[config.mk]
export PLATFORM = sky130hd
export DESIGN_NAME = memory_reader_flat
export DESIGN_NICKNAME = d
export VERILOG_FILES = /design/src/rtl/memory_reader_if.sv /design/src/rtl/memory_reader.sv /design/src/flat_wrapper.sv
export SDC_FILE = /design/constraint.sdc
export NUM_CORES = 1
export LEC_CHECK = 0
export BUFFER_PORTS_ARGS = -buffer_cell sky130_fd_sc_hd__buf_2
export CAP_MARGIN = 0
export CORE_MARGIN = 2
export CORE_UTILIZATION = 60
export CTS_BUF_LIST = sky130_fd_sc_hd__clkbuf_4 sky130_fd_sc_hd__clkbuf_8
export DETAILED_ROUTE_END_ITERATION = 8
export GPL_ROUTABILITY_DRIVEN = 0
export GPL_TIMING_DRIVEN = 1
export PLACE_DENSITY = 0.83
export REMOVE_ABC_BUFFERS = 1
export SYNTH_ARGS = -nofsm -noshare
export SYNTH_HDL_FRONTEND = slang
export SYNTH_SLANG_ARGS = --single-unit
[constraint.sdc]
create_clock -name clkb -period 4.75 [get_ports clkb]
set_input_delay 0 -clock clkb [delete_from_list [all_inputs] [get_ports clkb]]
set_output_delay 0 -clock clkb [all_outputs]
set_load 0.1 [all_outputs]
[src/rtl/memory_reader_if.sv]
// Memory read port plus downstream valid/ready stream of memory_reader.
// The master modport is the reader; the slave modport is the memory/consumer side.
interface memory_reader_if #(
  parameter int RAM_WIDTH = 18,
  parameter int RAM_DEPTH = 1024,
  parameter int NBINS     = 8
);
  localparam int AW = $clog2(RAM_DEPTH);
  localparam int BW = (NBINS > 1) ? $clog2(NBINS) : 1;

  logic [AW-1:0]        addrb;
  logic                 enb;
  logic                 regceb;
  logic                 rstb;
  logic [RAM_WIDTH-1:0] doutb;
  logic [RAM_WIDTH-1:0] dout;
  logic [BW-1:0]        dout_bin;
  logic                 dout_valid;
  logic                 dout_ready;

  modport master (
    output addrb, enb, regceb, rstb, dout, dout_bin, dout_valid,
    input  doutb, dout_ready
  );

  modport slave (
    input  addrb, enb, regceb, rstb, dout, dout_bin, dout_valid,
    output doutb, dout_ready
  );
endinterface

[src/rtl/memory_reader.sv]
// Walks every bin of a binned memory, reads the snapshotted number of entries per bin
// and streams the words out in bin/entry order through a credit-protected 4-deep FIFO.
module memory_reader #(
  parameter int RAM_WIDTH = 18,
  parameter int RAM_DEPTH = 1024,
  parameter int NBINS     = 8
) (
  input  logic               clkb,
  input  logic               rstb_n,
  input  logic               start,
  input  logic [8*NBINS-1:0] nent_i,
  output logic               busy,
  output logic               done,
  memory_reader_if.master    bus
);
  localparam int AW    = $clog2(RAM_DEPTH);
  localparam int BW    = (NBINS > 1) ? $clog2(NBINS) : 1;
  localparam int BINSZ = RAM_DEPTH / NBINS;
  localparam int CW    = $clog2(BINSZ + 1);
  localparam int FDEPTH = 4;

  typedef enum logic [2:0] {IDLE, SCAN, READ, DRAIN, DONE} state_t;

  state_t               state_q;
  logic [BW-1:0]        bin_q;
  logic [CW-1:0]        entry_q;
  logic [CW-1:0]        cnt_q [NBINS];
  logic [CW-1:0]        cnt_d [NBINS];
  logic [AW-1:0]        addr_q;
  logic                 enb_q;
  logic [BW-1:0]        issueBin_q;
  logic                 busy_q;
  logic                 done_q;

  logic [1:0]           pipeValid_q;
  logic [BW-1:0]        pipeBin_q [2];

  logic [RAM_WIDTH-1:0] fifoData_q [FDEPTH];
  logic [BW-1:0]        fifoBin_q [FDEPTH];
  logic [1:0]           wrPtr_q;
  logic [1:0]           rdPtr_q;
  logic [2:0]           occ_q;

  logic                 push;
  logic                 pop;
  logic [2:0]           pending;
  logic                 canIssue;
  logic                 lastEntry;
  logic                 lastBin;

  always_comb begin
    for (int b = 0; b < NBINS; b++) begin
      if (int'(nent_i[8*b +: 8]) > BINSZ) cnt_d[b] = CW'(BINSZ);
      else                                cnt_d[b] = CW'(nent_i[8*b +: 8]);
    end
  end

  // A pop in the same cycle frees a slot, which keeps full throughput with ready held high.
  assign push      = pipeValid_q[1];
  assign pop       = (occ_q != 3'd0) && bus.dout_ready;
  assign pending   = occ_q + 3'(enb_q) + 3'(pipeValid_q[0]) + 3'(pipeValid_q[1]);
  assign canIssue  = (pending - 3'(pop)) < 3'd4;
  assign lastEntry = (entry_q == cnt_q[bin_q] - CW'(1));
  assign lastBin   = (bin_q == BW'(NBINS - 1));

  always_ff @(posedge clkb or negedge rstb_n) begin
    if (!rstb_n) begin
      state_q    <= IDLE;
      bin_q      <= '0;
      entry_q    <= '0;
      addr_q     <= '0;
      enb_q      <= 1'b0;
      issueBin_q <= '0;
      busy_q     <= 1'b0;
      done_q     <= 1'b0;
      for (int b = 0; b < NBINS; b++) cnt_q[b] <= '0;
    end else begin
      enb_q  <= 1'b0;
      done_q <= 1'b0;
      case (state_q)
        IDLE: begin
          if (start) begin
            for (int b = 0; b < NBINS; b++) cnt_q[b] <= cnt_d[b];
            bin_q   <= '0;
            entry_q <= '0;
            busy_q  <= 1'b1;
            state_q <= SCAN;
          end
        end
        SCAN: begin
          if (cnt_q[bin_q] != '0) begin
            entry_q <= '0;
            state_q <= READ;
          end else if (lastBin) begin
            state_q <= DRAIN;
          end else begin
            bin_q <= bin_q + BW'(1);
          end
        end
        READ: begin
          if (canIssue) begin
            addr_q     <= AW'(int'(bin_q) * BINSZ + int'(entry_q));
            enb_q      <= 1'b1;
            issueBin_q <= bin_q;
            if (lastEntry) begin
              entry_q <= '0;
              if (lastBin) begin
                state_q <= DRAIN;
              end else begin
                bin_q   <= bin_q + BW'(1);
                state_q <= SCAN;
              end
            end else begin
              entry_q <= entry_q + CW'(1);
            end
          end
        end
        DRAIN: begin
          if (pending == 3'd0) begin
            done_q  <= 1'b1;
            state_q <= DONE;
          end
        end
        DONE: begin
          busy_q  <= 1'b0;
          state_q <= IDLE;
        end
        default: state_q <= IDLE;
      endcase
    end
  end

  // Two-stage tracker matches the memory latency; its tail is the FIFO write strobe.
  always_ff @(posedge clkb or negedge rstb_n) begin
    if (!rstb_n) begin
      pipeValid_q <= '0;
      pipeBin_q[0] <= '0;
      pipeBin_q[1] <= '0;
      wrPtr_q     <= '0;
      rdPtr_q     <= '0;
      occ_q       <= '0;
      for (int i = 0; i < FDEPTH; i++) begin
        fifoData_q[i] <= '0;
        fifoBin_q[i]  <= '0;
      end
    end else begin
      pipeValid_q  <= {pipeValid_q[0], enb_q};
      pipeBin_q[0] <= issueBin_q;
      pipeBin_q[1] <= pipeBin_q[0];
      if (push) begin
        fifoData_q[wrPtr_q] <= bus.doutb;
        fifoBin_q[wrPtr_q]  <= pipeBin_q[1];
        wrPtr_q             <= wrPtr_q + 2'd1;
      end
      if (pop) rdPtr_q <= rdPtr_q + 2'd1;
      occ_q <= occ_q + 3'(push) - 3'(pop);
    end
  end

  assign bus.addrb      = addr_q;
  assign bus.enb        = enb_q;
  assign bus.regceb     = enb_q;
  assign bus.rstb       = 1'b0;
  assign bus.dout       = fifoData_q[rdPtr_q];
  assign bus.dout_bin   = fifoBin_q[rdPtr_q];
  assign bus.dout_valid = (occ_q != 3'd0);
  assign busy           = busy_q;
  assign done           = done_q;
endmodule

[src/flat_wrapper.sv]
// flat-port wrapper written by rule: the top's interface ports become plain ports
module memory_reader_flat 
#(
  parameter int RAM_WIDTH = 18,
  parameter int RAM_DEPTH = 1024,
  parameter int NBINS     = 8
)
  (clkb, rstb_n, start, nent_i, busy, done, bus_addrb, bus_enb, bus_regceb, bus_rstb, bus_dout, bus_dout_bin, bus_dout_valid, bus_doutb, bus_dout_ready);
  memory_reader_if #(.RAM_WIDTH(RAM_WIDTH), .RAM_DEPTH(RAM_DEPTH), .NBINS(NBINS)) bus_i ();
  input  logic clkb;
  input  logic rstb_n;
  input  logic start;
  input  logic [8*NBINS-1:0] nent_i;
  output logic busy;
  output logic done;
  output wire logic [$bits(bus_i.addrb)-1:0] bus_addrb;
  output wire logic [$bits(bus_i.enb)-1:0] bus_enb;
  output wire logic [$bits(bus_i.regceb)-1:0] bus_regceb;
  output wire logic [$bits(bus_i.rstb)-1:0] bus_rstb;
  output wire logic [$bits(bus_i.dout)-1:0] bus_dout;
  output wire logic [$bits(bus_i.dout_bin)-1:0] bus_dout_bin;
  output wire logic [$bits(bus_i.dout_valid)-1:0] bus_dout_valid;
  input wire logic [$bits(bus_i.doutb)-1:0] bus_doutb;
  input wire logic [$bits(bus_i.dout_ready)-1:0] bus_dout_ready;
  assign bus_addrb = bus_i.addrb;
  assign bus_enb = bus_i.enb;
  assign bus_regceb = bus_i.regceb;
  assign bus_rstb = bus_i.rstb;
  assign bus_dout = bus_i.dout;
  assign bus_dout_bin = bus_i.dout_bin;
  assign bus_dout_valid = bus_i.dout_valid;
  assign bus_i.doutb = bus_doutb;
  assign bus_i.dout_ready = bus_dout_ready;
  memory_reader #(.RAM_WIDTH(RAM_WIDTH), .RAM_DEPTH(RAM_DEPTH), .NBINS(NBINS)) u_core (.clkb(clkb), .rstb_n(rstb_n), .start(start), .nent_i(nent_i), .busy(busy), .done(done), .bus(bus_i));
endmodule
==> run summary <==
The max-slew violation count came out at 0. For this run the aggregate overflow at the end of global routing stands at 0. The floorplan step defined a core boundary enclosing 15030 um^2. The critical setup path kind was reg2reg.

The tools report the largest net degree at the start of global routing as 102. Data on the critical path is required at its endpoint by 5.09 ns. The tools report the post-route standard cell area excluding fillers as 11730 um^2. The critical path endpoint was u_core.bin_q[0].

The first global-routing pass estimated 40.60 mm of wire. Dominant synthesized flop cell: dfrtp_1. STA classifies the critical path endpoint as a flip-flop. For this block, the routed nets add up to 25.48 mm of wire. The setup-violating endpoint count in the final report was 0; the clock-pin slew of the registers on the worst-case setup and hold paths was 0.10 ns. No sink is reached through more buffers than the 2 on the longest clock path. Summed over all instances, the cell type with the most area after synthesis is dfrtp_1.

Count of distinct cell types in the synthesized netlist: 54. Kind of start point of the critical path: a flip-flop. The most frequent cell after synthesis is dfrtp_1. Register-to-register path setup slack: 0.61 ns. The logs give 0 for the total count of hold-check failures in the final report and 0.46 ns for the source-to-sink clock delay at the later pin of the worst-skew pair. Summed over its instances, the top area cell type makes up 52.74% of the synthesized netlist area. In this run the tool buffered the top-level ports with 121 buffer cells. The synthesized design contains 0 enable-type register cells.

The fraction of synthesis flops using an asynchronous set or reset pin was 100.0%; the average detailed-routed wire length per instance was 21.39 um. In this run, synthesis produced a sequential element count of 193. The boundary pin count is 123. The tools report the length of the first detailed-routing pass in iterations as 8. In this run, the number of DRC markers left after iteration 0 of detailed routing was 588.

The slowest stage of the critical path belongs to the cell dfrtp_1. The largest single stage delay on the critical path is 0.96 ns. Measured against its own limit, the worst slew margin works out to 28.29%. The placed instances occupy a cell area of 9888 um^2. Overall power consumption after layout is estimated at 8821 uW.

At the end of the flow, the number of nets in the layout was 1092. The standard-cell row count is 45. In this run the cell area of the synthesized design comes to 9158 um^2.

The worst path uses 87.11% of the clock period. The tools report the number of levels the H-tree was split into as 4. Walking the worst path, the cells encountered are mux4_2 -> mux2i_2 -> ha_1 -> nand2_1 -> or3_1 -> a221oi_2 -> a311oi_1 -> a221o_2 -> a21oi_4 -> mux2_1. The worst-case IR drop observed on VDD is 568.3 uV. During synthesis, Yosys emitted a total of 0 warnings. The flow ran to the end, and the final reports show no timing, DRC or antenna violations.

The clock net in this run drives a total of 193 sinks. In the final timing run, aggregate negative setup slack is 0 ns. From left edge to right edge, the die measures 127.5 um. TritonCTS built the clock tree.

For the total global routing track utilization, the log shows 32.94%. The floorplan step defined a die boundary enclosing 16270 um^2. The class of the most critical hold timing path was in2async.

Once detail routing completed, the nets flagged for antenna violations numbered 0. Max-cap violations in this run came to 0. The number of antenna violations at the first check in global routing is 1. Summing the sequential cell areas from Yosys gives 52.74% of the chip area. The actual slew at the worst max-slew pin is 1.076 ns.

The post-CTS setup buffer count was 0. For this design the ratio of total power to cell area is 751.9 nW/um^2. By area the synthesized netlist is led by dfrtp_1 (53%), mux2_2 (12%), mux4_2 (9.1%). Setup repair after global routing left no endpoint under its margin. The tightest hold path in the finished design has a slack of 0.1315 ns. The cell count after synthesis is 742.

CTS placed an instance of clkbuf_8 at the clock tree root. Using the TritonRoute via totals, the vias-per-cell ratio works out to 6.063. By count the netlist is led by dfrtp_1 (193), nand2_1 (101), mux2_2 (96). The origin of the critical flop-to-flop path was u_core.bin_q[2]. Along the worst path, the maximum fanout reaches 19.

The height of the chip was 127.5 um. Once the floorplan was initialized, standard cells occupied 60.92% of the core. Each instance of the synthesized netlist takes up on average 12.34 um^2.

The arrival time of the worst setup path was 4.48 ns; the worst setup skew after layout was 0.01938 ns. The worst path needs 4.138 ns of the cycle, external delays included. The via count of the first global-routing pass was 7677. For this design the static power due to leakage is 0.005166 uW. The cell depth of the worst flop-to-flop path is 10. Compared with the post-synthesis result, the final layout area differs by 28.12%. For the detailed-placement wirelength estimate, the log shows 13.14 mm. The number of remaining DRC errors came out at 0. The post-route netlist has 30.64% of its cells at a drive strength greater than 1.

For the number of CTS-inserted buffers, the log shows 17. The endpoint of the worst-slack reg-to-reg timing path is u_core.bin_q[0]. The run gives 7221 as the vias after detailed routing.

In this run the worst setup path begins at u_core.bin_q[2]. Derived from the worst setup path, the maximum achievable clock frequency is 0.2417 GHz.
[state kept, by name, indices dropped and copies added (netlist names), 2 cells and up]
signal,flops
u_core.fifoData_q,72
u_core.cnt_q,64
u_core.fifoBin_q,12
u_core.bus.addrb,10
u_core.entry_q,8
u_core.pipeBin_q,6
u_core.bin_q,3
u_core.issueBin_q,3
u_core.occ_q,3
u_core.state_q,3
u_core.pipeValid_q,2
u_core.rdPtr_q,2
u_core.wrPtr_q,2
[critical path, delay by kind of cell (launching register included)]
kind	cells	cell delay (ns)
flip-flops	1	0.96
adder cells (fa/ha/maj)	1	0.31
multiplexers	3	1.20
AND/OR/NAND/NOR	2	0.43
AO/OA/AOI/OAI	4	1.10
[metal layers]
| layer | vias up | global-route usage, % | part of all wire, % |
|---|---|---|---|
| met3 | 111 | 6.616 | 7.1 |
| met1 | 3552 | 39.08 | 36 |
| met5 | - | 0 | 0 |
| met4 | 0 | 19.26 | 5.5 |
| met2 | 428 | 56.09 | 51 |
| li1 | 3130 | - | - |
[power by group]
group / total, uW / internal (uW) / switching [uW]
clock: 1160 / 539 / 625
sequential: 2970 / 2370 / 593
combinational: 4690 / 1610 / 3080
[kinds of logic after synthesis]
| kind of cell | after synthesis | synth area share, % |
|---|---|---|
| mux | 144 | 22.34 |
| flops | 193 | 52.74 |
| xor+xnor | 14 | 1.339 |
| other cells | 1 | 0.04095 |
| fa+ha+maj | 16 | 2.432 |
| compound gates | 106 | 7.091 |
| simple gates | 205 | 11.07 |
| buf+inv | 63 | 2.951 |
[metrics by stage]
step                      util, %  setup WS [ns]  instances
after floorplan                 -         0.4354        702
after detailed placement    65.78         0.7950       1018
after global placement      65.78         0.9456       1018
final                       78.04         0.6122       1191
after global routing        78.04         0.4557       1191
after CTS                   78.03         0.7661       1190
[final cells by class]
cell class	count	area, um^2
well taps	188	235.2
flip-flops and latches	193	4830
repair buffers	269	2078
clock buffers	17	234.0
multi-input cells	486	4070
clock inverters	14	196.4
diodes	1	2.502
fillers	829	3301
inverters	23	86.33
[what timing repair did]
action	in CTS	in global routing
hold buffers	141	0
resized for setup	0	0
endpoints found under the hold margin	223	0
setup endpoints to repair	0	0
[how the worst min path moves through the flow]
stage / start / to / slack (ns) / cells past startpoint
floorplan: rstb_n / u_core.bin_q[0] / -0.30 / 0
global placement: rstb_n / u_core.fifoData_q[69] / 0.1 / 1
detailed placement: rstb_n / u_core.fifoData_q[59] / 0.09 / 1
CTS: rstb_n / u_core.fifoData_q[57] / 0.13 / 2
global route: rstb_n / u_core.fifoData_q[59] / 0.18 / 2
finish: rstb_n / u_core.fifoData_q[69] / 0.13 / 2
[placed cells by master, fill, tap and decap left out, drive strengths merged, types with 7 or more instances in the layout]
| master | netlist | final |
|---|---|---|
| a21oi | 8 | 8 |
| a31oi | 7 | 7 |
| buf | 12 | 127 |
| clkbuf | 28 | 18 |
| dfrtp | 193 | 193 |
| dlygate4sd3 | 0 | 141 |
| ha | 13 | 13 |
| inv | 23 | 29 |
| mux2 | 97 | 97 |
| mux2i | 10 | 10 |
| mux4 | 37 | 37 |
| nand2 | 101 | 101 |
| nand2b | 60 | 60 |
| nand3 | 9 | 9 |
| nor2 | 8 | 8 |
| o21ai | 70 | 70 |
| xnor2 | 11 | 11 |
(Power assumes the default switching activity.)
